<file path="src/rtl/lsu_pkg.sv">
// rtl/lsu_pkg.sv - shared funct3 codes, FSM and requester enums for the LSU memory arbiter
package lsu_pkg;

    localparam logic [2:0] F3_B  = 3'd0;
    localparam logic [2:0] F3_H  = 3'd1;
    localparam logic [2:0] F3_W  = 3'd2;
    localparam logic [2:0] F3_BU = 3'd4;
    localparam logic [2:0] F3_HU = 3'd5;

    typedef enum logic [1:0] {
        INIT = 2'd0,
        IDLE = 2'd1,
        RESP = 2'd2
    } lsu_state_e;

    typedef enum logic {
        REQ_CORE = 1'b0,
        REQ_DBG  = 1'b1
    } req_id_e;

    // Stores have no unsigned variants, so only B/H/W are legal for them.
    function automatic logic f3_legal(input logic [2:0] funct3, input logic write);
        if (write) begin
            return (funct3 == F3_B) || (funct3 == F3_H) || (funct3 == F3_W);
        end
        return (funct3 == F3_B) || (funct3 == F3_H) || (funct3 == F3_W) ||
               (funct3 == F3_BU) || (funct3 == F3_HU);
    endfunction

endpackage

</file>
<file path="src/rtl/lsu_align.sv">
// rtl/lsu_align.sv - byte-lane enables, store replication and load extension for one access
module lsu_align
    import lsu_pkg::*;
(
    input  logic [2:0]  i_funct3,
    input  logic        i_write,
    input  logic [1:0]  i_offset,
    input  logic [31:0] i_wdata,
    input  logic [31:0] i_rdata,
    output logic [3:0]  o_we,
    output logic [31:0] o_wdata,
    output logic [31:0] o_ldata,
    output logic        o_misalign
);

    logic [31:0] w_shifted;
    logic [7:0]  w_byte;
    logic [15:0] w_half;

    assign w_shifted = i_rdata >> {i_offset, 3'b000};
    assign w_byte    = w_shifted[7:0];
    assign w_half    = i_offset[1] ? i_rdata[31:16] : i_rdata[15:0];

    // funct3[2] marks the unsigned load variants.
    always_comb begin
        o_we       = 4'b0000;
        o_wdata    = i_wdata;
        o_ldata    = 32'h0;
        o_misalign = 1'b0;
        case (i_funct3[1:0])
            2'd0: begin
                o_we    = 4'b0001 << i_offset;
                o_wdata = {4{i_wdata[7:0]}};
                o_ldata = i_funct3[2] ? {24'h0, w_byte} : {{24{w_byte[7]}}, w_byte};
            end
            2'd1: begin
                o_misalign = i_offset[0];
                o_we       = i_offset[1] ? 4'b1100 : 4'b0011;
                o_wdata    = {2{i_wdata[15:0]}};
                o_ldata    = i_funct3[2] ? {16'h0, w_half} : {{16{w_half[15]}}, w_half};
            end
            2'd2: begin
                o_misalign = (i_offset != 2'd0);
                o_we       = 4'b1111;
                o_ldata    = i_rdata;
            end
            default: begin
                o_we = 4'b0000;
            end
        endcase
        if (!i_write) begin
            o_we = 4'b0000;
        end
    end

endmodule

</file>
<file path="src/rtl/lsu_mem_arbiter.sv">
// rtl/lsu_mem_arbiter.sv - round-robin core/debug arbiter and load/store controller for the data RAM
module lsu_mem_arbiter
    import lsu_pkg::*;
#(
    parameter int ADDR_WIDTH = 10,
    parameter int DATA_WIDTH = 32
) (
    input  logic                  clk,
    input  logic                  rst_n,
    input  logic                  core_req_valid,
    output logic                  core_req_ready,
    input  logic [31:0]           core_req_addr,
    input  logic                  core_req_write,
    input  logic [2:0]            core_req_funct3,
    input  logic [DATA_WIDTH-1:0] core_req_wdata,
    output logic                  core_rsp_valid,
    input  logic                  core_rsp_ready,
    output logic [DATA_WIDTH-1:0] core_rsp_rdata,
    output logic                  core_rsp_fault,
    input  logic                  dbg_req_valid,
    output logic                  dbg_req_ready,
    input  logic [31:0]           dbg_req_addr,
    input  logic                  dbg_req_write,
    input  logic [2:0]            dbg_req_funct3,
    input  logic [DATA_WIDTH-1:0] dbg_req_wdata,
    output logic                  dbg_rsp_valid,
    input  logic                  dbg_rsp_ready,
    output logic [DATA_WIDTH-1:0] dbg_rsp_rdata,
    output logic                  dbg_rsp_fault,
    output logic [ADDR_WIDTH-1:0] mem_addr,
    output logic [3:0]            mem_we,
    output logic [DATA_WIDTH-1:0] mem_wdata,
    input  logic [DATA_WIDTH-1:0] mem_rdata
);

    lsu_state_e            r_state;
    req_id_e               r_last;
    req_id_e               r_rsp_id;
    logic [DATA_WIDTH-1:0] r_rsp_rdata;
    logic                  r_rsp_fault;

    logic                  w_idle;
    logic                  w_grant_core;
    logic                  w_grant_dbg;
    logic                  w_grant;
    logic [31:0]           w_addr;
    logic                  w_write;
    logic [2:0]            w_funct3;
    logic [DATA_WIDTH-1:0] w_wdata;
    logic [3:0]            w_we;
    logic [31:0]           w_wdata_rep;
    logic [31:0]           w_ldata;
    logic                  w_misalign;
    logic                  w_range_err;
    logic                  w_fault;
    logic                  w_rsp_take;

    // On a tie the port that did not win last time gets the slot.
    assign w_idle       = (r_state == IDLE);
    assign w_grant_core = w_idle && core_req_valid && (!dbg_req_valid || (r_last == REQ_DBG));
    assign w_grant_dbg  = w_idle && dbg_req_valid && !w_grant_core;
    assign w_grant      = w_grant_core || w_grant_dbg;

    assign w_addr   = w_grant_dbg ? dbg_req_addr   : core_req_addr;
    assign w_write  = w_grant_dbg ? dbg_req_write  : core_req_write;
    assign w_funct3 = w_grant_dbg ? dbg_req_funct3 : core_req_funct3;
    assign w_wdata  = w_grant_dbg ? dbg_req_wdata  : core_req_wdata;

    lsu_align u_align (
        .i_funct3   (w_funct3),
        .i_write    (w_write),
        .i_offset   (w_addr[1:0]),
        .i_wdata    (w_wdata),
        .i_rdata    (mem_rdata),
        .o_we       (w_we),
        .o_wdata    (w_wdata_rep),
        .o_ldata    (w_ldata),
        .o_misalign (w_misalign)
    );

    assign w_range_err = |w_addr[31:ADDR_WIDTH+2];
    assign w_fault     = w_misalign || w_range_err || !f3_legal(w_funct3, w_write);

    assign core_req_ready = w_grant_core;
    assign dbg_req_ready  = w_grant_dbg;

    assign mem_addr  = w_addr[ADDR_WIDTH+1:2];
    assign mem_wdata = w_wdata_rep;
    assign mem_we    = (w_grant && !w_fault) ? w_we : 4'b0000;

    assign w_rsp_take = (r_rsp_id == REQ_CORE) ? core_rsp_ready : dbg_rsp_ready;

    always_ff @(posedge clk or negedge rst_n) begin
        if (!rst_n) begin
            r_state     <= INIT;
            r_last      <= REQ_DBG;
            r_rsp_id    <= REQ_CORE;
            r_rsp_rdata <= '0;
            r_rsp_fault <= 1'b0;
        end else begin
            case (r_state)
                INIT: r_state <= IDLE;
                IDLE: begin
                    if (w_grant) begin
                        r_state     <= RESP;
                        r_last      <= w_grant_dbg ? REQ_DBG : REQ_CORE;
                        r_rsp_id    <= w_grant_dbg ? REQ_DBG : REQ_CORE;
                        r_rsp_rdata <= (w_fault || w_write) ? '0 : w_ldata;
                        r_rsp_fault <= w_fault;
                    end
                end
                RESP: begin
                    if (w_rsp_take) begin
                        r_state <= IDLE;
                    end
                end
                default: r_state <= INIT;
            endcase
        end
    end

    assign core_rsp_valid = (r_state == RESP) && (r_rsp_id == REQ_CORE);
    assign dbg_rsp_valid  = (r_state == RESP) && (r_rsp_id == REQ_DBG);
    assign core_rsp_rdata = core_rsp_valid ? r_rsp_rdata : '0;
    assign dbg_rsp_rdata  = dbg_rsp_valid  ? r_rsp_rdata : '0;
    assign core_rsp_fault = core_rsp_valid && r_rsp_fault;
    assign dbg_rsp_fault  = dbg_rsp_valid  && r_rsp_fault;

endmodule

</file>
<file path="config.mk">
export PLATFORM = sky130hd
export DESIGN_NAME = lsu_mem_arbiter
export DESIGN_NICKNAME = d
export VERILOG_FILES = /design/src/rtl/lsu_pkg.sv /design/src/rtl/lsu_align.sv /design/src/rtl/lsu_mem_arbiter.sv
export SDC_FILE = /design/constraint.sdc
export NUM_CORES = 1
export LEC_CHECK = 0
export ABC_AREA = 1
export BUFFER_PORTS_ARGS = -buffer_cell sky130_fd_sc_hd__buf_4
export CAP_MARGIN = 5
export CORE_AREA = 2 2 113 115
export DETAILED_ROUTE_END_ITERATION = 8
export DIE_AREA = 0 0 115 117
export GPL_TIMING_DRIVEN = 0
export PLACE_DENSITY_LB_ADDON = 0.12
export SLEW_MARGIN = 20
export SYNTH_ARGS = -nofsm -noshare
export SYNTH_HDL_FRONTEND = slang
export SYNTH_HIERARCHICAL = 1
export SYNTH_SLANG_ARGS = --single-unit
</file>
<file path="constraint.sdc">
create_clock -name clk -period 4.77 [get_ports clk]
set_input_delay 0.7155 -clock clk [delete_from_list [all_inputs] [get_ports clk]]
set_output_delay 0.7155 -clock clk [all_outputs]
set_load 0.01 [all_outputs]
</file>
==> qor.tcl <==
set qor(outcome) {finished, final reports clean}
set qor(num_rows) 41
set qor(maxSlewHeadroom) 0.647
set qor(layout_common_cells) {349 x sky130_fd_sc_hd__nand2_1, 313 x sky130_fd_sc_hd__buf_4, 141 x sky130_fd_sc_hd__nor2_1}
set qor(m1WireLength_um) 7790
set qor(synth_top_family_by_area) {simple AND/OR/NAND/NOR gates}
set qor(dieHeight_um) 117
set qor(cts_buffer_depth) 2
set qor(maximum_vdd_drop_mv) 0.161
set qor(dpl.cell_count) 1362
set qor(synthXorXnorAreaFrac) 0
set qor(grt_antenna_before_repair) 0
set qor(synth.net_count) 1101
set qor(dpl.hpwl_um) 14900
set qor(grt_start_max_net_pins) 38
set qor(core_region_area_mm2) 0.0123
set qor(critical_path_end) {mem_we[2]}
set qor(wl_met2_um) 8260
set qor(number_of_storage_elements_in_the_synthesis_netlist) 37
set qor(synthesis.yosys.warnings) 6
set qor(grt_setup_unrepaired) {false}
set qor(cts.repair_timing.setup_buffer_count) 0
set qor(cts_tree) {built}
set qor(timing_max_transition_violations_final) 0
set qor(clock_sink_count) 37
set qor(worst-r2r-cell-count) 19
set qor(regToRegSetupSlack_ns) 1.55
set qor(syn-mean-instance-area_um2) 5.35
set qor(layout_commonest_cell) {sky130_fd_sc_hd__nand2_1}
set qor(drt_first_pass_iters) 7
set qor(p_leak_uw) 0.00418
set qor(synth_simple_gate_area_share) 0.464
set qor(cts-htree-levels) 2
set qor(r2r_start) {r_last}
set qor(gp_routability_congestion) 0.927
set qor(hold-worst-slack_ns) 0.387
set qor(timing.critical_path.from_type) {input port}
set qor(timing.critical_path.to_type) {primary output}
set qor(total_gr_overflow) 0
set qor(cts_resized) 0
set qor(routed-wl-met3_um) 1390
set qor(placement.io_buffers) 289
set qor(diode_count) 0
set qor(tightest_slew_ns) 0.530
set qor(floorplan.io_pins) 290
set qor(setup_total_negative_slack_ns) 0
set qor(via_count_of_the_first_global_routing_pass) 5894
set qor(final_cell_count_no_fill) 1370
set qor(design.die.area_mm2) 0.0135
set qor(cts_root_buffer) {sky130_fd_sc_hd__clkbuf_16}
set qor(fp.dieW_um) 115
set qor(tritoncts.num_buffers) 5
set qor(power.density_mw_per_mm2) 292
set qor(detailroute.via_count) 6386
set qor(fin_worst_skew_ns) 0.00307
set qor(synth_cells) 923
set qor(startpoint) {dbg_req_valid}
set qor(finalNetCount) 1397
set qor(synth_mux_area_frac) 0
set qor(flow.area_growth_from_synthesis_pct) 50.5
set qor(insertion_delay_ns) 0.27
set qor(fraction_of_layout_cells_with_a_size_suffix_above_1) 0.306
set qor(achievable-frequency_mhz) 243
set qor(ys_seq_area_frac) 0.188
set qor(max_cap_viol_count) 0
set qor(synthesis.area_mm2) 0.00494
set qor(top_signal_layer_used) {met4}
set qor(drt.antenna.violating_nets) 0
set qor(postCtsHoldBufs) 0
set qor(hp-class) {input port to asynchronous set/reset pin}
set qor(hold_viol) 0
set qor(total_routing_resource_utilization_after_global_routing) 0.257
set qor(final.min_clock_period_ns) 4.11
set qor(worst_ep_required_time_ns) 4.05
set qor(yosys.area_share.adder) 0.0101
set qor(worst_setup_hold_path_clk_slew_ns) 0.05
set qor(grt_first_pass_wirelength_um) 28200
set qor(report.final.setup_viol) 0
set qor(critical_path.max_fanout) 12
set qor(initial_core_util) 0.401
set qor(path_class) {input port to primary output}
set qor(routed_wire_length_per_instance_um) 12.9
set qor(timing.rr.end) {r_rsp_rdata[7]}
set qor(detailedRoute.firstIterationViolations) 355
set qor(post_route_fraction_of_the_period_consumed_by_the_critical_path) 0.862
set qor(post_drt_via_cell_ratio) 4.66
set qor(post_synth_num_cell_types) 34
set qor(synthesized_area_fraction_occupied_by_ao_oa_aoi_and_oai_cells) 0.141
set qor(drc_errors) 0
set qor(worstPathArrival_ns) 3.40
set qor(wl_um) 17700
[synth_stat cells]
library cell | number | area, um^2
sky130_fd_sc_hd__a21boi_0 | 29 | 218
sky130_fd_sc_hd__a21boi_1 | 2 | 15.0
sky130_fd_sc_hd__a21oi_1 | 36 | 180
sky130_fd_sc_hd__a21oi_2 | 3 | 26.3
sky130_fd_sc_hd__a21oi_4 | 1 | 16.3
sky130_fd_sc_hd__a31oi_1 | 3 | 18.8
sky130_fd_sc_hd__and2_1 | 1 | 6.26
sky130_fd_sc_hd__buf_2 | 16 | 80.1
sky130_fd_sc_hd__buf_4 | 24 | 180
sky130_fd_sc_hd__buf_6 | 11 | 124
sky130_fd_sc_hd__clkbuf_1 | 21 | 78.8
sky130_fd_sc_hd__clkinv_1 | 2 | 7.51
sky130_fd_sc_hd__clkinv_4 | 1 | 8.76
sky130_fd_sc_hd__dfrtp_1 | 36 | 901
sky130_fd_sc_hd__dfstp_2 | 1 | 26.3
sky130_fd_sc_hd__ha_1 | 4 | 50.1
sky130_fd_sc_hd__inv_1 | 128 | 480
sky130_fd_sc_hd__inv_2 | 4 | 15.0
sky130_fd_sc_hd__nand2_1 | 349 | 1310
sky130_fd_sc_hd__nand2_2 | 8 | 50.1
sky130_fd_sc_hd__nand2_4 | 4 | 45.0
sky130_fd_sc_hd__nand3_1 | 17 | 85.1
sky130_fd_sc_hd__nand3_4 | 1 | 17.5
sky130_fd_sc_hd__nand3b_1 | 1 | 7.51
sky130_fd_sc_hd__nand4_1 | 33 | 206
sky130_fd_sc_hd__nor2_1 | 141 | 529
sky130_fd_sc_hd__nor2_2 | 2 | 12.5
sky130_fd_sc_hd__nor2_4 | 1 | 11.3
sky130_fd_sc_hd__nor3b_1 | 1 | 7.51
sky130_fd_sc_hd__o21ai_0 | 30 | 150
sky130_fd_sc_hd__o21ai_1 | 1 | 5.00
sky130_fd_sc_hd__o21ai_2 | 1 | 8.76
sky130_fd_sc_hd__o22ai_1 | 9 | 56.3
sky130_fd_sc_hd__or2_2 | 1 | 6.26
[registers in the layout, summed over array words and instances (netlist names)]
signal / flops
r_rsp_rdata: 32
r_state: 2
r_last: 1
r_rsp_fault: 1
r_rsp_id: 1
[logic make-up (layout without fill, tap and decap cells)]
kind of cell / Yosys count / count (layout)
and+or+nand+nor: 560 / 560
buffers and inverters: 207 / 504
AOI/OAI and AO/OA: 115 / 115
DFF: 37 / 37
adders and majority gates: 4 / 4
[critical path: stages]
cell	delay, ns
sky130_fd_sc_hd__buf_4	0.12
sky130_fd_sc_hd__nand2_1	0.07
sky130_fd_sc_hd__nand2_2	0.12
sky130_fd_sc_hd__nand2_4	0.15
sky130_fd_sc_hd__nand2_2	0.06
sky130_fd_sc_hd__nand2_2	0.24
sky130_fd_sc_hd__clkbuf_1	0.40
sky130_fd_sc_hd__inv_1	0.12
sky130_fd_sc_hd__ha_1	0.24
sky130_fd_sc_hd__buf_4	0.19
sky130_fd_sc_hd__a21oi_1	0.13
sky130_fd_sc_hd__nor3b_1	0.07
sky130_fd_sc_hd__inv_1	0.07
sky130_fd_sc_hd__nand2_2	0.07
sky130_fd_sc_hd__inv_1	0.07
sky130_fd_sc_hd__nand2_1	0.06
sky130_fd_sc_hd__nor2_2	0.11
sky130_fd_sc_hd__nand2_1	0.12
sky130_fd_sc_hd__nor2_1	0.12
sky130_fd_sc_hd__buf_4	0.13
[metrics by stage]
| stage | util | area (um^2) | setup WS (ns) | total power, uW |
|---|---|---|---|---|
| 2_1_floorplan | - | 4940 | 1.34 | 1320 |
| 3_3_place_gp | 0.593 | 7300 | 0.674 | 1860 |
| 3_5_place_dp | 0.593 | 7300 | 0.644 | 1870 |
| 6_report | 0.604 | 7430 | 0.656 | 2170 |
| 4_1_cts | 0.604 | 7430 | 0.629 | 2180 |
| 5_1_grt | 0.604 | 7430 | 0.379 | 2370 |
[area by class of cell]
type | instances | area [um^2]
Buffer | 72 | 463
Clock buffer | 8 | 136
Fill cell | 1286 | 4880
Inverter | 135 | 512
Multi-Input combinational cell | 679 | 3040
Sequential cell | 37 | 927
Tap cell | 150 | 188
Timing Repair Buffer | 289 | 2170
[report_power, final]
part / internal (uW) / switching (uW) / leakage, uW
combinational: 623 / 901 / 0.00361
clock: 194 / 109 / 0.0000652
sequential: 335 / 12.0 / 0.000502
total: 1150 / 1020 / 0.00418
[how the worst min path moves through the flow]
stage               cells past startpoint  slack [ns]            start               to
finish                                  1        0.39            rst_n   r_rsp_rdata[0]
global route                            1        0.43            rst_n   r_rsp_rdata[0]
CTS                                     1        0.40            rst_n   r_rsp_rdata[4]
detailed placement                      2        0.47  r_rsp_rdata[15]  r_rsp_rdata[15]
global placement                        2        0.47  r_rsp_rdata[30]  r_rsp_rdata[30]
floorplan                               0        0.42            rst_n      r_rsp_fault
[per-layer routing]
metal / up-vias / track usage
met1: 2732 / 0.338
met5: - / 0
met3: 20 / 0.0463
met2: 244 / 0.447
met4: 0 / 0.0498
li1: 3390 / -
Power figures use the tool's default switching activity.
